<file path="src/rtl/lbp_hist_pkg.sv">
// ============================================================================
//  Module      : lbp_hist_pkg
//  Description : Shared types and constants for the riu2 LBP histogram block.
//  Revision    : 1.0 - initial release
// ============================================================================
`default_nettype none

package lbp_hist_pkg;

    // 4-bit bin index, wide enough for bins 0..9 plus the optional total beat
    typedef logic [3:0] bin_idx_t;

    localparam int       NUM_BINS    = 10;
    localparam bin_idx_t NONUNIF_BIN = 4'd9;

    // Histogram controller states
    typedef enum logic [1:0] {
        ACCUM = 2'd0,
        DRAIN = 2'd1,
        DONE  = 2'd2
    } state_e;

    // Number of set bits in an 8-bit code
    function automatic logic [3:0] popcount8(input logic [7:0] v);
        logic [3:0] n;
        n = '0;
        for (int i = 0; i < 8; i++) begin
            n = n + {3'b000, v[i]};
        end
        return n;
    endfunction

endpackage

`default_nettype wire

</file>
<file path="src/rtl/lbp_riu2_map.sv">
// ============================================================================
//  Module      : lbp_riu2_map
//  Description : Combinational map from an 8-bit LBP code to its rotation-
//                invariant uniform (riu2) bin: uniform codes (at most two
//                circular 0/1 transitions) bin by their number of ones,
//                everything else lands in the non-uniform bin.
//  Revision    : 1.0 - initial release
// ============================================================================
`default_nettype none

module lbp_riu2_map
    import lbp_hist_pkg::*;
(
    input  logic [7:0] code,
    output bin_idx_t   bin
);

    logic [7:0] w_rot;
    logic [3:0] w_trans;
    logic [3:0] w_ones;

    // Circular transitions are the ones of code XOR (code rotated right by 1)
    assign w_rot   = {code[0], code[7:1]};
    assign w_trans = popcount8(code ^ w_rot);
    assign w_ones  = popcount8(code);
    assign bin     = (w_trans <= 4'd2) ? w_ones : NONUNIF_BIN;

endmodule

`default_nettype wire

</file>
<file path="src/rtl/lbp_hist.sv">
// ============================================================================
//  Module      : lbp_hist
//  Description : Snoops the LBP engine result-write bus, bins every written
//                code into a 10-bin riu2 histogram with saturating counters,
//                and on finish drains the bins over a valid/ready stream.
//                Optional macro LBP_HIST_TOTAL_EN adds a total-event beat
//                (hist_addr=10) and excludes image-border pixels from binning.
//  Revision    : 1.0 - initial release
// ============================================================================
`default_nettype none

module lbp_hist
    import lbp_hist_pkg::*;
#(
    parameter int CNT_W  = 7,
    parameter int ADDR_W = 6
) (
    input  logic              clk,
    input  logic              reset,
    input  logic              clear,
    input  logic [ADDR_W-1:0] lbp_addr,
    input  logic              lbp_write,
    input  logic [7:0]        lbp_data,
    input  logic              finish,
    output logic              hist_valid,
    input  logic              hist_ready,
    output logic [3:0]        hist_addr,
    output logic [CNT_W-1:0]  hist_data,
    output logic              hist_done
);

    localparam logic [CNT_W-1:0] c_cnt_max = '1;
`ifdef LBP_HIST_TOTAL_EN
    localparam bin_idx_t c_last_beat = 4'd10;
`else
    localparam bin_idx_t c_last_beat = NONUNIF_BIN;
`endif

    state_e           r_state;
    bin_idx_t         r_k;
    logic             r_wr_d;
    logic [CNT_W-1:0] r_bins [NUM_BINS];
    logic             w_event;
    logic             w_accept;
    logic             w_border;
    logic             w_bin_en;
    bin_idx_t         w_bin;
    logic [CNT_W-1:0] w_sel;

    lbp_riu2_map u_map (
        .code (lbp_data),
        .bin  (w_bin)
    );

    // Rising-edge detect of the write strobe: one count per strobe
    always_ff @(posedge clk or negedge reset) begin
        if (!reset) r_wr_d <= 1'b0;
        else        r_wr_d <= lbp_write;
    end

    // Only ACCUM counts; clear drops a coincident event
    assign w_event  = lbp_write & ~r_wr_d;
    assign w_accept = w_event & (r_state == ACCUM) & ~clear;
    assign w_bin_en = w_accept & ~w_border;

`ifdef LBP_HIST_TOTAL_EN
    logic [CNT_W-1:0] r_total;
    logic [2:0]       w_row;
    logic [2:0]       w_col;

    assign w_row    = lbp_addr[5:3];
    assign w_col    = lbp_addr[2:0];
    assign w_border = (w_row == 3'd0) | (w_row == 3'd7) |
                      (w_col == 3'd0) | (w_col == 3'd7);

    // Saturating count of every accepted event, border pixels included
    always_ff @(posedge clk or negedge reset) begin
        if (!reset)                                 r_total <= '0;
        else if (clear)                             r_total <= '0;
        else if (w_accept && r_total != c_cnt_max)  r_total <= r_total + 1'b1;
    end
`else
    logic w_unused_addr;
    assign w_unused_addr = ^lbp_addr;
    assign w_border      = 1'b0;
`endif

    // Saturating bin counters
    always_ff @(posedge clk or negedge reset) begin
        if (!reset) begin
            for (int i = 0; i < NUM_BINS; i++) r_bins[i] <= '0;
        end else if (clear) begin
            for (int i = 0; i < NUM_BINS; i++) r_bins[i] <= '0;
        end else begin
            for (int i = 0; i < NUM_BINS; i++) begin
                if (w_bin_en && w_bin == 4'(i) && r_bins[i] != c_cnt_max)
                    r_bins[i] <= r_bins[i] + 1'b1;
            end
        end
    end

    // Controller: ACCUM -> DRAIN on finish, DRAIN -> DONE after the last beat
    always_ff @(posedge clk or negedge reset) begin
        if (!reset) begin
            r_state <= ACCUM;
            r_k     <= '0;
        end else if (clear) begin
            r_state <= ACCUM;
            r_k     <= '0;
        end else begin
            case (r_state)
                ACCUM: begin
                    if (finish) begin
                        r_state <= DRAIN;
                        r_k     <= '0;
                    end
                end
                DRAIN: begin
                    if (hist_ready) begin
                        if (r_k == c_last_beat) begin
                            r_state <= DONE;
                            r_k     <= '0;
                        end else begin
                            r_k <= r_k + 4'd1;
                        end
                    end
                end
                DONE:    r_state <= DONE;
                default: r_state <= ACCUM;
            endcase
        end
    end

    // Beat payload selected by the current drain index
    always_comb begin
        w_sel = '0;
        for (int i = 0; i < NUM_BINS; i++) begin
            if (r_k == 4'(i)) w_sel = r_bins[i];
        end
`ifdef LBP_HIST_TOTAL_EN
        if (r_k == c_last_beat) w_sel = r_total;
`endif
    end

    // Outputs decode straight from state so an async reset drops them at once
    assign hist_valid = (r_state == DRAIN);
    assign hist_done  = (r_state == DONE);
    assign hist_addr  = r_k;
    assign hist_data  = hist_valid ? w_sel : '0;

endmodule

`default_nettype wire

</file>
<file path="config.mk">
export PLATFORM = sky130hd
export DESIGN_NAME = lbp_hist
export DESIGN_NICKNAME = d
export VERILOG_FILES = /design/src/rtl/lbp_hist_pkg.sv /design/src/rtl/lbp_riu2_map.sv /design/src/rtl/lbp_hist.sv
export SDC_FILE = /design/constraint.sdc
export NUM_CORES = 1
export LEC_CHECK = 0
export CORE_ASPECT_RATIO = 1.2
export CORE_MARGIN = 2
export CORE_UTILIZATION = 35
export CTS_BUF_LIST = sky130_fd_sc_hd__clkbuf_2 sky130_fd_sc_hd__clkbuf_4 sky130_fd_sc_hd__clkbuf_8
export CTS_CLUSTER_SIZE = 16
export DETAILED_ROUTE_END_ITERATION = 6
export SETUP_SLACK_MARGIN = 0.05
export SYNTH_ARGS = -nofsm -noshare
export SYNTH_HDL_FRONTEND = slang
export SYNTH_SLANG_ARGS = --single-unit
</file>
<file path="constraint.sdc">
create_clock -name clk -period 3.3 [get_ports clk]
set_input_delay 0.825 -clock clk [delete_from_list [all_inputs] [get_ports clk]]
set_output_delay 0.825 -clock clk [all_outputs]
set_load 0.1 [all_outputs]
</file>
Word-level counts from Yosys, hierarchy flattened
Index checks and enable logic that the tools add are counted.

operators by class
  add/sub/neg operators = 25
  $lt $le $gt $ge = 1
  equality and inequality tests = 33
  multiplexer cells = 33
  bitwise gates (word level) = 6
  reduce and logical (&&, ||, !) cells = 36

operators by type and width
  kind                                                   number
  2-to-1 mux 7 bit                                       21
  adder 7 x 1 -> 7 bit, second input constant            10
  2-to-1 mux 70 bit                                      1
  inequality test 7 bit, second input constant           10
  adder 4 x 1 -> 4 bit                                   12
  equality test 4 x 3 -> 1 bit, second input constant    8
  logical AND 1 bit                                      20
  2-to-1 mux 4 bit                                       5
  nonzero test 2 bit                                     10
  equality test 4 x 2 -> 1 bit, second input constant    4
  equality test 4 bit, second input constant             4
  equality test 4 x 1 -> 1 bit, second input constant    2
  zero test 4 bit                                        2
  2-to-1 mux 2 bit                                       4
  case mux 4 bit (2 select lines)                        1
  bitwise XOR 8 bit                                      1
  inequality test 3 x 2 -> 1 bit, second input constant  2
  case mux 2 bit (3 select lines)                        1
  AND reduction 3 bit                                    2
  adder 1 x 1 -> 2 bit                                   2
  adder 4 x 1 -> 4 bit, second input constant            1
  <= comparator 4 x 2 -> 1 bit, second input constant    1
  bitwise AND 1 bit                                      3
  inequality test 3 bit, second input constant           1
  other kinds (5)                                        6

word-level totals
  register bits = 77
  input port bits = 20
  output and inout port bits = 13
  logic and storage cells = 147

Logic depth before layout (Yosys ltp)
Gate-level depths: netlist of run 1.

  word-level depth = 15
  depth in mapped cells = 15

Modules after synthesis
A second synthesis of run 1 with hierarchy kept.

second synthesis, totals
  cells, all modules = 622
  area total of the unflattened synthesis = 5480.3 µm²

by module, submodules not included
  module        times used  cells an instance  area an instance (µm²)  seq. area each (µm²)
  lbp_hist      1           568                5033.6                  1926.8
  lbp_riu2_map  1           54                 446.7                   0.0

Worst setup path after synthesis of run 1
No wires, ideal clock.

  path type = flip-flop to output port
  from = register r_k[0] (netlist: hist_addr[0])
  to = output hist_data[5]
  arrival time = 4267 ps
  required time = 2475 ps
  slack = -1792 ps
  cell stages (with the launch flop) = 7
  path buffers = 2
  cell sequence = dfrtp_1 clkbuf_1 clkbuf_1 nand3_1 a21oi_1 a21oi_1 a221oi_1

on the way
  cells in the longest elaborated chain, start to end = 12

ends and longest elaborated chain
  element                        RTL line         source
  start: declaration             lbp_hist.sv:40   bin_idx_t r_k;
  start signal: assignment       lbp_hist.sv:124  r_k <= r_k + 4'd1;
  zero test 4 bit                lbp_hist.sv:138  if (r_k == 4'(i)) w_sel = r_bins[i];
  2-to-1 mux 7 bit (9 in a row)  lbp_hist.sv:138
  2-to-1 mux 7 bit (*)           lbp_hist.sv:138
  2-to-1 mux 7 bit (*)           lbp_hist.sv:149  assign hist_data = hist_valid ? w_sel : '0;
  end: declaration               lbp_hist.sv:28   output logic [CNT_W-1:0] hist_data,

Every way passes the cells marked *; elsewhere a longest branch is shown, timed or not.

Final worst setup path of run 1
  from = input lbp_data[0]
  to = register r_bins[46] in the netlist's numbering

on the way
  cells in the longest elaborated chain, start to end = 14

ends and longest elaborated chain
  element                             RTL line            source
  start: declaration                  lbp_hist.sv:23      input logic [7:0] lbp_data,
  bitwise XOR 8 bit                   lbp_riu2_map.sv:24  assign w_trans = popcount8(code ^ w_rot);
  adder 1 x 1 -> 2 bit                lbp_hist_pkg.sv:28  n = n + {3'b000, v[i]};
  adder 4 x 1 -> 4 bit (6 in a row)   lbp_hist_pkg.sv:28
  <= comparator 4 x 2 -> 1 bit        lbp_riu2_map.sv:26  assign bin = (w_trans <= 4'd2) ? w_ones : NONUNIF_BIN;
  2-to-1 mux 4 bit (*)                lbp_riu2_map.sv:26
  equality test 4 x 2 -> 1 bit (*)    lbp_hist.sv:96      if (w_bin_en && w_bin == 4'(i) && r_bins[i] != c_cnt_max)
  logical AND 1 bit (*) (2 in a row)  lbp_hist.sv:96
  nonzero test 2 bit (no line) (*)    --
  end signal: indexed assignment      lbp_hist.sv:97      r_bins[i] <= r_bins[i] + 1'b1;
  end: declaration                    lbp_hist.sv:42      logic [CNT_W-1:0] r_bins [NUM_BINS];

Marks and branches as above.
A chain may end at the register's enable or synchronous reset.

==> metrics, run 1 <==
final critical-path share of the clock period=138%; Pre-antenna DRT Iters=6; Nets=693; Hold Path Class=in2async; antenna-violating nets left=0; Final TNS setup=-67.10 ns; Root Buffer=clkbuf_8; CTS Sinks=77; CP Data Required Time=3.53 ns; first-pass GRT wire length=24,000 um; vias per cell=5.89; # diodes=0; Max VDD drop=0.000230 V; leakage dissipation=2.69 nW; fin. max-slew vios=0; cell internal pwr=1.94 mW; post-route cell area=6610 um^2; CTS tree=built; Hold Fails Final Rpt=0; GRT overflow=0; worst-path maximum fanout=5; Post-Syn Area per Cell=9.14 um^2; initial antenna violation count=0; Worst-path clk slew=0.08 ns; area of the multi-input gates=3280 um^2; status=finished, violations left; Layout Utilization=46.0%; pwr/cell area=460 nW/um^2; die area=15,600 um^2; Syn Inst Count=560; H-Tree Depth=3; Area Growth Syn to Fin=29.1%; Period minus WS final=4.57 ns; synth top area cells=dfrtp_1 (38%), a21oi_1 (4.8%), ha_1 (4.6%), or3_1 (3.3%), nand3_1 (3.2%); Worst Max-Slew Pin Slew=0.738 ns; Crit Path Category=in2reg; synthesized cell area=5120 um^2; total wire length=14,800 um; I/O pin count=33; failing checks=negative setup slack; drt drc=0; Synth Net Count=607; Die Ht=136 um; Startpoint Class=primary input; count leader, synth=dfrtp_1; vias in the first global route=4,770; Place WS=-2.15 ns; wire per inst=17.9 um; clock buffer count from CTS=9; GR Util All Layers=19.7%; Max Cap Violations=0; power consumption=3.04 mW; Yosys reg bits=77; Post-synth EDFFs=0; Reg2Reg Depth=9; RSZ-0062 raised after global routing=true; DP HPWL=10,600 um; # rows=48; CTS Buffer Depth=2; initial core utilization=35.7%; Relative slew margins=50.8%; Clk Latency, worst-skew pair=0.38 ns; detailed-route via count=4,862; Die X=114 um; Flop pwr share=33.1%; setup violators final=70; largest net degree at the start of global routing=63; Arr. time, crit path=4.80 ns; P_sw=1.10 mW; clock skew=0.00444 ns; Crit. End Element=register; clock share of power=27.7%; dpl cell area=6160 um^2; Distinct cells, synth=57; core region area=14,400 um^2; top cell type's share of synthesized area=37.6%; Setup WS post-layout=-1.27 ns; routability cong.=0.833; sequential-to-total area share from yosys stat=37.6%; Top FF cell, synth=dfrtp_1; Async SR Flop Fraction=100%; initial DRC count=412; layout cells sized above 1=25.2%; FF/Latch Area=1940 um^2; Hold Buf Count CTS=0; Fmax=219 MHz; switch share=36.3%; post-synth top area cell=dfrtp_1; Synth top cells by count=dfrtp_1 (77), a21oi_1 (49), nor2_1 (35); buffers added on ports=26; combinational group share of total power=39.2%; fillers=1,375; Yosys warning count=0
-- path summary, 6_finish.rpt --
check	start	endpoint	slack, ns
worst max-delay path	lbp_data[0]	r_bins[46]	-1.27
worst min-delay path	reset	r_bins[25]	0.46
worst max register to register	r_state[0]	r_bins[40]	0.82
worst min register to register	r_bins[48]	r_bins[48]	0.53
max in group asynchronous	reset	hist_addr[1]	2.16
min in group clk	r_bins[48]	r_bins[48]	0.53
-- per-layer routing --
layer / wire (um) / track usage [%]
met3: 618 / 2.13
met1: 6490 / 26.3
met4: 409 / 9.49
met2: 7290 / 32.1
met5: 0 / 0
-- cell families (layout without fill, tap and decap cells) --
family / after synthesis / count (layout) / share of synthesized area (%)
xor+xnor: 17 / 17 / 2.91
mux: 24 / 24 / 6.50
compound gates: 156 / 156 / 18.8
fa+ha+maj: 27 / 27 / 7.77
simple gates: 212 / 213 / 22.7
buf+inv: 47 / 137 / 3.67
flops: 77 / 77 / 37.6
-- state kept, by name, indices dropped and copies added (netlist names) --
register   count
r_state        2
r_bins        70
r_wr_d         1
hist_addr      4
-- final cells by class --
type | instances | area share, %
multi-input combinational | 437 | 49.6
timing repair buffer | 97 | 12.9
sequential | 77 | 29.3
clock inverter | 4 | 1.06
inverter | 24 | 1.36
clock buffer | 12 | 2.40
tap | 175 | 3.31
-- power by group through the flow --
stage	clock [mW]	sequential [mW]	combinational, mW
floorplan	0	1.02	0.683
finish	0.841	1.00	1.19
CTS	0.859	1.01	1.16
global placement	0	1.03	1.06
detailed placement	0	1.03	1.11
global route	0.895	1.01	1.31
-- through the flow --
stage / hold slack [ns] / instances
after CTS: 0.463 / 824
after global routing: 0.484 / 826
after floorplan: 0.473 / 560
final: 0.460 / 826
after detailed placement: 0.511 / 799
after global placement: 0.503 / 799
-- cell usage in the layout, fill, tap and decap left out, types with 5 or more instances in the layout --
cell type / n
mux4_2: 7
buf_6: 5
nor2b_1: 6
o211ai_1: 5
o21ai_0: 12
nor2_1: 34
ha_1: 16
and3_1: 17
fa_1: 6
nand3_1: 32
clkdlybuf4s50_1: 5
buf_4: 74
clkbuf_8: 11
or3_1: 27
inv_1: 22
o21a_1: 5
a22oi_1: 9
nand2_1: 28
a31oi_1: 5
a21oi_1: 46
mux2i_1: 13
nand4_1: 21
o21ai_1: 28
o31ai_1: 7
and2_1: 5
xor2_1: 5
dfrtp_1: 73
nand2b_1: 5
xnor2_1: 9
buf_12: 7
-- critical path: stages --
cell	delay, ns
buf_8	0.10
ha_4	0.24
ha_4	0.26
inv_2	0.03
fa_1	0.52
fa_1	0.43
fa_2	0.37
fa_2	0.55
o22a_1	0.19
nand2_2	0.06
buf_4	0.14
or4_4	0.55
buf_4	0.17
o31ai_2	0.25
a21oi_1	0.10
-- timing repair --
| action | 4_1_cts | 5_1_grt |
|---|---|---|
| setup buffers | 8 | 2 |
| setup endpoints to repair | 71 | 73 |
| gates resized for setup | 35 | 14 |
| pin swaps | 24 | 12 |
| cloned | 1 | 0 |
(Power assumes the default switching activity.)
==> run 2, diff against run 1 <==
--- a/config.mk
+++ b/config.mk
@@ -5,12 +5,15 @@
 export SDC_FILE = /design/constraint.sdc
 export NUM_CORES = 1
 export LEC_CHECK = 0
+export CELL_PAD_IN_SITES_DETAIL_PLACEMENT = 0
+export CELL_PAD_IN_SITES_GLOBAL_PLACEMENT = 1
 export CORE_ASPECT_RATIO = 1.2
 export CORE_MARGIN = 2
 export CORE_UTILIZATION = 35
 export CTS_BUF_LIST = sky130_fd_sc_hd__clkbuf_2 sky130_fd_sc_hd__clkbuf_4 sky130_fd_sc_hd__clkbuf_8
 export CTS_CLUSTER_SIZE = 16
 export DETAILED_ROUTE_END_ITERATION = 6
+export PLACE_DENSITY_LB_ADDON = 0.1
 export SETUP_SLACK_MARGIN = 0.05
 export SYNTH_ARGS = -nofsm -noshare
 export SYNTH_HDL_FRONTEND = slang
==> metrics, run 2 (same netlist as run 1, synthesis figures left out) <==
max reg flops=70; setup violators final=70; worst-path maximum fanout=6; initial core utilization=35.7%; Relative slew margins=49.4%; Hold Buf Count CTS=0; detailed-route via count=4,779; vias per cell=5.74; failing checks=negative setup slack; initial antenna violation count=0; Pre-antenna DRT Iters=4; layout cells sized above 1=30.4%; CTS tree=built; routability cong.=0.827; initial DRC count=299; largest register by flop count=r_bins; placed cell count=808; fin. max-slew vios=0; Non-Filler Instances=832; RR Endpoint=r_bins[18]; Area Growth Syn to Fin=36.6%; Max Cap Violations=0; Crit. End Element=register; pwr/cell area=481 nW/um^2; antenna-violating nets left=0; Period minus WS final=4.53 ns; wire per inst=19.0 um; Die Ht=136 um; CTS Buffer Depth=2; Clk Latency, worst-skew pair=0.38 ns; total wire length=15,800 um; largest net degree at the start of global routing=64; area of the multi-input gates=3530 um^2; Layout Utilization=48.7%; Startpoint Class=primary input; Crit Path Category=in2reg; # diodes=0; Nets=699; Root Buffer=clkbuf_8; die area=15,600 um^2; Reg2Reg Depth=8; CP endpoint=r_bins[54]; clock buffer count from CTS=9; Worst-path clk slew=0.09 ns; leakage dissipation=2.80 nW; Setup WS post-layout=-1.23 ns; power consumption=3.36 mW; CTS Sinks=77; GR Util All Layers=21.1%; GRT overflow=0; RR Startpoint=r_state[0]; Hold Fails Final Rpt=0; status=finished, violations left; Max VDD drop=0.000316 V; RSZ-0062 raised after global routing=true; R2R Setup Slk=0.59 ns; H-Tree Depth=3; buffers added on ports=26; commonest non-fill, non-tap cell in the layout=dfrtp_1; DP HPWL=11,300 um; Hold Path Class=in2async; Die X=114 um; fillers=1,346; Final TNS setup=-69.87 ns; Arr. time, crit path=4.84 ns; crit path launch=lbp_data[0]; # rows=48; drt drc=0; FF/Latch Area=1940 um^2; first-pass GRT wire length=25,300 um; final critical-path share of the clock period=137%; Worst Max-Slew Pin Slew=0.760 ns; most frequent cells in the layout=dfrtp_1 (73), buf_4 (63), a21oi_1 (44), nor2_1 (33), nand3_1 (32); CP Data Required Time=3.61 ns; core region area=14,400 um^2; Fmax=221 MHz; clock skew=0.00999 ns; vias in the first global route=4,735; I/O pin count=33
run 2: cell types whose count changed in the layout (fill, tap and decap cells not counted), sizes merged:
| cell | previous run | this run |
|---|---|---|
| dlygate4sd2 | 3 | 1 |
| clkinv | 2 | 1 |
| clkinvlp | 0 | 1 |
| buf | 89 | 95 |
| dlymetal6s2s | 0 | 2 |
run 2: through the flow:
stage / setup slack [ns] / area [um^2] / hold slack [ns]
4_1_cts: -1.29 / 6730 / 0.366
5_1_grt: -1.30 / 6990 / 0.379
2_1_floorplan: -1.44 / 5300 / 0.473
3_5_place_dp: -2.11 / 6260 / 0.514
6_report: -1.23 / 6990 / 0.363
3_3_place_gp: -2.06 / 6260 / 0.500
run 2: layout make-up:
type	instances	share of cell area [%]
timing repair buffer	103	14.2
sequential	77	27.7
tap	175	3.13
inverter	24	1.29
clock buffer	12	2.18
multi-input combinational	437	50.4
clock inverter	4	1.04
run 2: repair_timing:
item                                    in CTS  in global routing
cloned                                       1                  0
hold endpoints to repair                     0                  0
pin swaps                                   38                 22
buffers inserted                             7                  3
endpoints found under the setup margin      70                 72
resized for setup                           56                 48
run 2: power by group:
group          total (mW)  internal (mW)  switching [mW]
Clock               0.855          0.463           0.392
Combinational        1.51          0.674           0.835
Sequential          0.998          0.965          0.0328
Total                3.36           2.10            1.26
run 2: routing by layer:
layer	global-route usage (%)	routed length (um)
met2	36.4	8180
met3	3.81	492
met4	8.06	271
met5	0	0
met1	26.3	6890
run 2: how the worst min path moves through the flow:
stage | startpoint | slack, ns | endpoint | cells after the start
floorplan | r_bins[4] | 0.47 | r_bins[4] | 1
global placement | r_bins[48] | 0.50 | r_bins[48] | 2
detailed placement | r_bins[62] | 0.51 | r_bins[62] | 2
CTS | reset | 0.37 | r_bins[8] | 1
global route | reset | 0.38 | r_bins[8] | 1
finish | reset | 0.36 | r_bins[24] | 1
run 2: critical path, stage by stage:
cell and delay (ns):
buf_8 0.10, ha_4 0.24, ha_4 0.26, inv_2 0.03, fa_1 0.51, fa_1 0.43
fa_2 0.37, fa_2 0.55, o22a_1 0.20, nand2_2 0.08, buf_6 0.12, or4_4 0.55
or4_4 0.44, a21oi_2 0.12
==> run 3, diff against run 2 <==
--- a/config.mk
+++ b/config.mk
@@ -8,7 +8,7 @@
 export CELL_PAD_IN_SITES_DETAIL_PLACEMENT = 0
 export CELL_PAD_IN_SITES_GLOBAL_PLACEMENT = 1
 export CORE_ASPECT_RATIO = 1.2
-export CORE_MARGIN = 2
+export CORE_MARGIN = 4
 export CORE_UTILIZATION = 35
 export CTS_BUF_LIST = sky130_fd_sc_hd__clkbuf_2 sky130_fd_sc_hd__clkbuf_4 sky130_fd_sc_hd__clkbuf_8
 export CTS_CLUSTER_SIZE = 16
==> metrics, run 3 (same netlist as run 1, synthesis figures left out) <==
Pre-antenna DRT Iters=4; die area=16,600 um^2; largest net degree at the start of global routing=64; vias in the first global route=4,889; # rows=48; fillers=1,375; Period minus WS final=4.49 ns; clock skew=0.00842 ns; detailed-route via count=4,833; pwr/cell area=468 nW/um^2; Die Ht=140 um; Fmax=223 MHz; CP Data Required Time=3.61 ns; antenna-violating nets left=0; wire per inst=18.9 um; vias per cell=5.76; H-Tree Depth=3; # diodes=0; CTS Sinks=77; Root Buffer=clkbuf_8; Relative slew margins=50.3%; largest register by flop count=r_bins; first-pass GRT wire length=26,300 um; most frequent cells in the layout=buf_4 (86), dfrtp_1 (73), a21oi_1 (47), nor2_1 (34), nand3_1 (32); buffers added on ports=26; total wire length=15,800 um; Crit Path Category=in2reg; status=finished, violations left; failing checks=negative setup slack; Area Growth Syn to Fin=31.8%; RSZ-0062 raised after global routing=true; Final TNS setup=-68.12 ns; Max Cap Violations=0; clock buffer count from CTS=9; initial antenna violation count=0; setup violators final=70; layout cells sized above 1=27.1%; Clk Latency, worst-skew pair=0.38 ns; Arr. time, crit path=4.80 ns; CTS tree=built; initial core utilization=35.7%; Die X=118 um; Hold Buf Count CTS=0; max reg flops=70; Worst Max-Slew Pin Slew=0.745 ns; I/O pin count=33; GR Util All Layers=19.7%; commonest non-fill, non-tap cell in the layout=buf_4; Hold Fails Final Rpt=0; fin. max-slew vios=0; leakage dissipation=2.78 nW; CTS Buffer Depth=2; Setup WS post-layout=-1.19 ns; Startpoint Class=primary input; DP HPWL=11,500 um; final critical-path share of the clock period=136%; Max VDD drop=0.000288 V; Worst-path clk slew=0.09 ns; Hold Path Class=in2async; Crit. End Element=register; Layout Utilization=47.0%; drt drc=0; core region area=14,400 um^2; GRT overflow=0; Nets=706; worst-path maximum fanout=6; routability cong.=0.831; initial DRC count=269
run 3: layout make-up:
type	instances	area, um^2	share of cell area, %
Sequential cell	77	1940	28.7
Clock inverter	3	68.8	1.02
Inverter	24	90.1	1.33
Multi-Input combinational cell	437	3300	48.9
Timing Repair Buffer	110	971	14.4
Tap cell	175	219	3.24
Clock buffer	13	160	2.37
run 3: through the flow:
| step | std cells | setup WS [ns] | hold slack [ns] | power [mW] | cell area [um^2] |
|---|---|---|---|---|---|
| after floorplan | 560 | -1.44 | 0.473 | 1.70 | 5300 |
| after global placement | 810 | -2.01 | 0.502 | 2.16 | 6260 |
| after detailed placement | 810 | -2.06 | 0.515 | 2.20 | 6260 |
| after CTS | 834 | -1.22 | 0.455 | 3.12 | 6620 |
| after global routing | 839 | -1.31 | 0.482 | 3.34 | 6750 |
| final | 839 | -1.19 | 0.440 | 3.16 | 6750 |
run 3: critical path: stages:
cell and delay [ns]:
buf_8 0.10, ha_4 0.24, ha_4 0.26, inv_2 0.03, fa_1 0.51, fa_1 0.43, fa_2 0.36, fa_2 0.54
o22a_1 0.18, nand2_2 0.06, or4_4 0.59, or4_4 0.53, a21oi_2 0.12
run 3: metal layers:
| metal | track usage (%) | part of all wire, % | wire length, um |
|---|---|---|---|
| met1 | 25.5 | 45 | 7070 |
| met3 | 2.71 | 2.8 | 448 |
| met5 | 0 | 0 | 0 |
| met2 | 33.9 | 50 | 7980 |
| met4 | 6.83 | 2.1 | 325 |
run 3: final timing paths:
kind / startpoint / to / slack (ns) / depth (start not counted)
worst min register to register: r_bins[48] / r_bins[48] / 0.54 / 2
worst max register to register: r_state[1] / r_bins[32] / 0.68 / 9
worst max-delay path: lbp_data[0] / r_bins[53] / -1.19 / 13
worst min-delay path: reset / r_bins[22] / 0.44 / 1
max in group asynchronous: reset / r_bins[30] / 2.09 / 2
min in group clk: r_bins[48] / r_bins[48] / 0.54 / 2
run 3: where the power goes:
group | internal [mW] | leakage (nW) | switching (mW)
Sequential | 0.965 | 1.06 | 0.0382
Clock | 0.475 | 0.118 | 0.395
Combinational | 0.565 | 1.60 | 0.721
run 3: what timing repair did:
item,CTS,global route
cloned,1,0
buffers inserted,7,5
endpoints found under the setup margin,70,74
pin swaps,21,10
gates resized for setup,34,22
